### src/rtl/truth_table_sweeper.sv
// Sweeps every NUM_W-bit code into a combinational comparator and captures one
// sum-of-minterms mask per comparator output bit.
module truth_table_sweeper #(
    parameter int NUM_W         = 4,
    parameter int OUT_W         = 3,
    parameter int SETTLE_CYCLES = 1
) (
    input  logic                        clk,
    input  logic                        rst_n,
    input  logic                        start,
    input  logic [OUT_W-1:0]            cmp_out,
    output logic [NUM_W-1:0]            num,
    output logic                        busy,
    output logic                        done,
    output logic                        valid,
    output logic [OUT_W*(2**NUM_W)-1:0] minterms
);

    localparam int CODES = 2 ** NUM_W;
    localparam int MW    = OUT_W * CODES;
    localparam int IDX_W = $clog2(MW);

    localparam logic [3:0]       SETTLE_LOAD = 4'(SETTLE_CYCLES);
    localparam logic [NUM_W-1:0] LAST_CODE   = {NUM_W{1'b1}};

    // Handshake: start is a level request sampled on each rising edge; it is
    // accepted only in IDLE, and done marks the single cycle the result lands.
    typedef enum logic [1:0] {
        IDLE   = 2'd0,
        SETTLE = 2'd1,
        SAMPLE = 2'd2,
        DONE   = 2'd3
    } state_t;

    state_t           state, state_d;
    logic [3:0]       cnt, cnt_d;
    logic [NUM_W-1:0] num_d;
    logic             busy_d, done_d, valid_d;
    logic [MW-1:0]    minterms_d;

    always_ff @(posedge clk or negedge rst_n) begin
        if (!rst_n) begin
            state    <= IDLE;
            cnt      <= '0;
            num      <= '0;
            busy     <= 1'b0;
            done     <= 1'b0;
            valid    <= 1'b0;
            minterms <= '0;
        end else begin
            state    <= state_d;
            cnt      <= cnt_d;
            num      <= num_d;
            busy     <= busy_d;
            done     <= done_d;
            valid    <= valid_d;
            minterms <= minterms_d;
        end
    end

    // Outputs are registered with the values belonging to the state being entered.
    always_comb begin : next_logic
        logic [IDX_W-1:0] idx;
        state_d    = state;
        cnt_d      = cnt;
        num_d      = num;
        busy_d     = busy;
        done_d     = 1'b0;
        valid_d    = valid;
        minterms_d = minterms;
        idx        = '0;
        case (state)
            IDLE: begin
                if (start) begin
                    minterms_d = '0;
                    valid_d    = 1'b0;
                    num_d      = '0;
                    busy_d     = 1'b1;
                    cnt_d      = SETTLE_LOAD;
                    state_d    = SETTLE;
                end
            end
            SETTLE: begin
                cnt_d = cnt - 4'd1;
                if (cnt <= 4'd1) begin
                    state_d = SAMPLE;
                end
            end
            SAMPLE: begin
                for (int k = 0; k < OUT_W; k++) begin
                    idx             = IDX_W'(k * CODES) + IDX_W'(num);
                    minterms_d[idx] = cmp_out[k];
                end
                // Terminal check precedes the increment so num never wraps here.
                if (num == LAST_CODE) begin
                    num_d   = '0;
                    busy_d  = 1'b0;
                    done_d  = 1'b1;
                    valid_d = 1'b1;
                    state_d = DONE;
                end else begin
                    num_d   = num + 1'b1;
                    cnt_d   = SETTLE_LOAD;
                    state_d = SETTLE;
                end
            end
            DONE: begin
                state_d = IDLE;
            end
            default: begin
                state_d = IDLE;
            end
        endcase
    end

endmodule

### config.mk
export PLATFORM = sky130hd
export DESIGN_NAME = truth_table_sweeper
export DESIGN_NICKNAME = d
export VERILOG_FILES = /design/src/rtl/truth_table_sweeper.sv
export SDC_FILE = /design/constraint.sdc
export NUM_CORES = 1
export LEC_CHECK = 0
export CORE_MARGIN = 3
export CORE_UTILIZATION = 40
export CTS_BUF_LIST = sky130_fd_sc_hd__clkbuf_2 sky130_fd_sc_hd__clkbuf_4 sky130_fd_sc_hd__clkbuf_8
export DETAILED_ROUTE_END_ITERATION = 16
export MAX_ROUTING_LAYER = met4
export PLACE_DENSITY = 0.66
export SLEW_MARGIN = 40
export SYNTH_ARGS = -nofsm -noshare
export SYNTH_HDL_FRONTEND = slang
export SYNTH_SLANG_ARGS = --single-unit
export TNS_END_PERCENT = 1
### constraint.sdc
create_clock -name clk -period 1.74 [get_ports clk]
set_clock_uncertainty 0.1 [all_clocks]
set_input_delay 0.348 -clock clk [delete_from_list [all_inputs] [get_ports clk]]
set_output_delay 0.348 -clock clk [all_outputs]
set_load 0.1 [all_outputs]
Yosys cells after proc, flatten, opt, wreduce, memory -nomap -nowiden
Cells that the tools add are included.
{"block": "totals", "wordCells": 65, "reg_bits": 61, "out_inout_bits": 55, "in_bits": 6}
{"block": "classes", "n_eq_ne": 8, "add_sub_neg": 4, "muxes": 29, "magnitude_cmp": 7, "reduce_logical": 10}
{"operator": "48-bit bitwise mux", "n": 3}
{"operator": "48-bit case mux with 2 select lines", "n": 1}
{"operator": "48-bit 2-to-1 mux", "n": 1}
{"operator": "4-bit 2-to-1 mux", "n": 4}
{"operator": "6-bit by 7-bit < comparator with 1-bit output (second input constant)", "n": 2}
{"operator": "1-bit demux with 6-bit select", "n": 2}
{"operator": "6-bit by 1-bit greater-or-equal comparator with 1-bit output (second input constant)", "n": 2}
{"operator": "4-bit case mux with 3 select lines", "n": 1}
{"operator": "1-bit 2-to-1 mux", "n": 9}
{"operator": "2-bit inequality test (second input constant)", "n": 4}
{"operator": "2-bit case mux with 4 select lines", "n": 1}
{"operator": "4-bit case mux with 2 select lines", "n": 1}
{"operator": "4-bit by 7-bit < comparator with 1-bit output (second input constant)", "n": 1}
{"operator": "5-bit by 4-bit adder with 6-bit output (first input constant)", "n": 1}
{"operator": "6-bit by 4-bit adder with 6-bit output (first input constant)", "n": 1}
{"operator": "2-bit 2-to-1 mux", "n": 3}
{"operator": "3-bit AND reduction", "n": 2}
{"operator": "4-bit by 1-bit adder with 4-bit output (second input constant)", "n": 1}
{"operator": "1-bit demux with 4-bit select", "n": 1}
{"operator": "2-bit == test (second input constant)", "n": 2}
{"operator": "4-bit == test (second input constant)", "n": 1}
{"operator": "4-bit by 1-bit greater-or-equal comparator with 1-bit output (second input constant)", "n": 1}
{"operator": "4-bit by 1-bit less-or-equal comparator with 1-bit output (second input constant)", "n": 1}
{"operator": "1-bit case mux with 2 select lines", "n": 2}
{"operator": "7 further kinds", "n": 10}

Longest topological paths before layout
{"block": "logic_depth", "depth_word": 8, "depth_mapped": 5, "mapped_depth_nobuf": 5}

Least setup slack after synthesis
No wires, ideal clock.
{"block": "synth_path", "path_kind": "register to register", "start": "register num[0]", "end": "register minterms[19]", "arrival_ns": 2.033, "period_less_slack_ns": 2.262, "required_ns": 1.511, "setup_ns": 0.129, "n_path_buf": 0, "path_stages_with_launch": 5, "path_slack_ns": -0.522, "cell_sequence": "dfrtp_1 ha_1 or3b_4 a21oi_2 o22ai_1"}
{"block": "synth_between", "elab_chain_len": 8, "elab_cells_between_ends": 15, "cone_classes": "add/sub: 2; order compare: 4; mux: 7; reduce/logical: 2"}
{"element": "from (decl)", "line_no": "12", "rtl": "output logic [NUM_W-1:0] num,"}
{"element": "from (signal assigned)", "line_no": "53", "rtl": "num <= num_d;"}
{"element": "5-bit by 4-bit adder with 6-bit output", "line_no": "91", "rtl": "idx = IDX_W'(k * CODES) + IDX_W'(num);"}
{"element": "6-bit by 7-bit < comparator with 1-bit output (implied by the code) or 6-bit by 1-bit greater-or-equal comparator with 1-bit output (tied branches)", "line_no": "92", "rtl": "minterms_d[idx] = cmp_out[k];"}
{"element": "1-bit logical AND (implied by the code)", "line_no": "92"}
{"element": "1-bit 2-to-1 mux (implied by the code)", "line_no": "92"}
{"element": "1-bit demux with 6-bit select", "line_no": "92"}
{"element": "48-bit bitwise mux", "line_no": "92"}
{"element": "48-bit bitwise mux (*)", "line_no": "92"}
{"element": "48-bit case mux with 2 select lines (*)", "line_no": "72", "rtl": "case (state)"}
{"element": "to (signal assigned)", "line_no": "57", "rtl": "minterms <= minterms_d;"}
{"element": "to (decl)", "line_no": "16", "rtl": "output logic [OUT_W*(2**NUM_W)-1:0] minterms"}
Mark *: on every way between the ends. The rest lies on a longest branch, timed or not.
A chain may end at the register's enable or synchronous reset.

Worst setup path after layout
{"block": "layout_path", "start": "register num[1]", "end": "register minterms[33]"}
The elaborated chain is that of the path after synthesis.

==> flow_metrics.env <==
export IMPL_dp_cells=362
export IMPL_synth_area_leaders="dfrtp_1 58%, o2bb2ai_1 11%, o22ai_1 3.5%, a21o_1 3.1%, inv_1 3.1%"
export IMPL_p_sw_mw=2.50
export IMPL_die_w_um=87.3
export IMPL_placed_cell_area_um2=3960
export IMPL_ys_ff_latch=61
export IMPL_grt_use_met1=0.254
export IMPL_power_mw=5.96
export IMPL_syn_num_nets=236
export IMPL_endpoint_kind="flip-flop"
export IMPL_port_buffers=60
export IMPL_io_pins=61
export IMPL_dieArea_um2=7620
export IMPL_drt_initial_drc_count=180
export IMPL_antenna_found_initial=0
export IMPL_pwr_share_comb=0.458
export IMPL_max_cap_violations=0
export IMPL_grtUsageMet2=0.279
export IMPL_grt_pass1_wl_mm=10.9
export IMPL_clock_root_buffer="clkbuf_8"
export IMPL_synth_cell_types=37
export IMPL_grt_pass1_vias=2220
export IMPL_slew_violations=0
export IMPL_met3_usage=0.0407
export IMPL_crit_fanout=6
export IMPL_p_leak_nw=1.80
export IMPL_drc=0
export IMPL_finalNetCount=311
export IMPL_clkPwrFrac=0.225
export IMPL_min_period_ns=1.66
export IMPL_cts_tree="done"
export IMPL_vias=2094
export IMPL_worstMarginPinSlew_ns=0.374
export IMPL_avgSynthCellArea_um2=11.8
export IMPL_hpwlAfterDp_mm=4.24
export IMPL_synth_top_cell_area_share=0.577
export IMPL_area_delta_synth_final_pct=59.1
export IMPL_wire_per_inst_um=16.5
export IMPL_grt_max_degree=62
export IMPL_power_per_cell_area_nw_per_um2=1420
export IMPL_power_switching_share=0.419
export IMPL_critical_path_startpoint_type="flip-flop"
export IMPL_synth_area_leader_cell="dfrtp_1"
export IMPL_grt_usage=0.188
export IMPL_wl_mm=6.24
export IMPL_grt_ovfl_total=0
export IMPL_first_pass_iters=6
export IMPL_cts_buffers=9
export IMPL_clk_pin_slew_ns=0.07
export IMPL_synth_area_um2=2650
export IMPL_initial_core_util=0.429
export IMPL_die_height_um=87.3
export IMPL_hold_class="flip-flop to flip-flop"
export IMPL_drive_gt1_frac=0.342
export IMPL_final_cells=379
export IMPL_slew_headroom=0.750
export IMPL_max_vdd_ir_drop_mv=2.00
export IMPL_htreeDepth=3
export IMPL_setup_viol=0
export IMPL_seq_power_share=0.316
export IMPL_n_antenna_cell=0
export IMPL_required_ns=1.84
export IMPL_place_gp_congestion=0.768
export IMPL_gr_max_usage_layer="met2"
export IMPL_post_cts_setup_buffers=0
export IMPL_final_fill_count=454
export IMPL_cp_arrival_ns=1.76
export IMPL_insertion_delay_ns=0.33
export IMPL_final_area_um2=4210
export IMPL_finalHoldViolCount=0
export IMPL_ys_seq_area_frac=0.577
export IMPL_ctsLongestPathBuffers=2
export IMPL_antenna_left=0
export IMPL_yosysWarningCount=0
export IMPL_fmax_ghz=0.602
export IMPL_viasPerCell=5.53
export IMPL_path_class="flip-flop to flip-flop"
export IMPL_timing_final_crit_share=0.955
export IMPL_synth_cells=224
export IMPL_rows=28
export IMPL_p_int_mw=3.46
export IMPL_clock_sinks=61
export IMPL_fp_coreArea_um2=6170
export IMPL_status="finished clean"
metrics by stage:
stage,util,setup TNS (ns),worst slack [ns],hold slack (ns)
floorplan,-,-2.36,-0.199,-0.0476
global placement,0.643,0,0.0264,0.282
detailed placement,0.643,0,0.00221,0.278
CTS,0.679,0,0.0420,0.431
global route,0.682,-0.00820,-0.00783,0.456
finish,0.682,0,0.0782,0.422
per-layer routing:
layer	vias up	wire (um)
li1	981	-
met1	1033	2830
met2	75	3000
met3	5	332
met4	0	73
met5	-	0
logic make-up (layout without fill, tap and decap cells):
kind of cell,Yosys count,after routing,share of synthesized area
muxes,1,1,0.00378
DFF,61,61,0.577
adders and majority gates,6,6,0.0284
and+or+nand+nor,40,40,0.0974
AOI/OAI and AO/OA,82,82,0.236
buffers and inverters,34,114,0.0572
cell type report:
class,count,area [um2],share of cell area
clock buffers,9,124,0.0294
clock inverters,7,90.1,0.0214
inverters,22,82.6,0.0196
multi-input cells,129,992,0.236
flip-flops and latches,61,1530,0.364
well taps,75,93.8,0.0223
repair buffers,76,1290,0.307
cells in the mapped netlist, drive strengths merged:
master / instances
nand3: 5
o22ai: 15
nor3b: 2
and2: 1
or3b: 4
a22o: 1
nor3: 1
inv: 22
or3: 2
o21bai: 1
a21oi: 6
o2bb2ai: 34
o21ai: 7
nor2b: 1
buf: 11
o41ai: 1
a21boi: 1
a21o: 11
a221o: 1
ha: 6
nand2: 10
mux2i: 1
a211o: 1
dfrtp: 61
a31oi: 1
o31ai: 1
o311ai: 1
clkbuf: 1
nand4: 1
nand2b: 3
nor2: 2
nand3b: 8
path summary, 6_finish.rpt:
| path | start | end | slack [ns] | cells after the start |
|---|---|---|---|---|
| max | num[1] | minterms[33] | 0.08 | 5 |
| min | cnt[1] | cnt[1] | 0.42 | 1 |
| max reg2reg | num[1] | minterms[33] | 0.08 | 5 |
| min reg2reg | cnt[1] | cnt[1] | 0.42 | 1 |
| max in group asynchronous | rst_n | num[3] | 0.80 | 3 |
| min in group asynchronous | rst_n | minterms[33] | 0.45 | 3 |
sequential cells by signal, indices dropped and copies added (netlist names):
| register | cells |
|---|---|
| state | 2 |
| busy | 1 |
| valid | 1 |
| num | 4 |
| minterms | 48 |
| cnt | 4 |
| done | 1 |
worst max-delay path: stages, from the launching register on:
cell and delay (ns):
dfrtp_2 0.45, inv_1 0.10, ha_1 0.18, or3b_4 0.43, a21oi_4 0.19, o22ai_1 0.10
power groups by stage:
stage	registers, mW	logic [mW]	clock network (mW)
6_report	1.88	2.73	1.34
5_1_grt	1.93	2.91	1.43
4_1_cts	1.88	2.69	1.37
3_5_place_dp	1.91	2.67	0
3_3_place_gp	1.90	2.63	0
2_1_floorplan	2.58	1.03	0
placed cells by master (no fill, tap or decap), types with 4 or more instances in the layout:
cell	n
o22ai_1	15
inv_1	22
nand2_1	7
buf_12	57
dfrtp_1	57
dfrtp_2	4
nand3_1	5
buf_4	13
o21ai_0	6
ha_1	5
nand3b_1	8
o2bb2ai_1	34
clkbuf_8	9
clkdlybuf4s50_1	4
a21o_1	11
what timing repair did:
action / in CTS / in global routing
hold buffers: 1 / 0
resized for setup: 0 / 4
setup endpoints to repair: 0 / 10
hold endpoints to repair: 61 / 0
(Power assumes the default switching activity.)
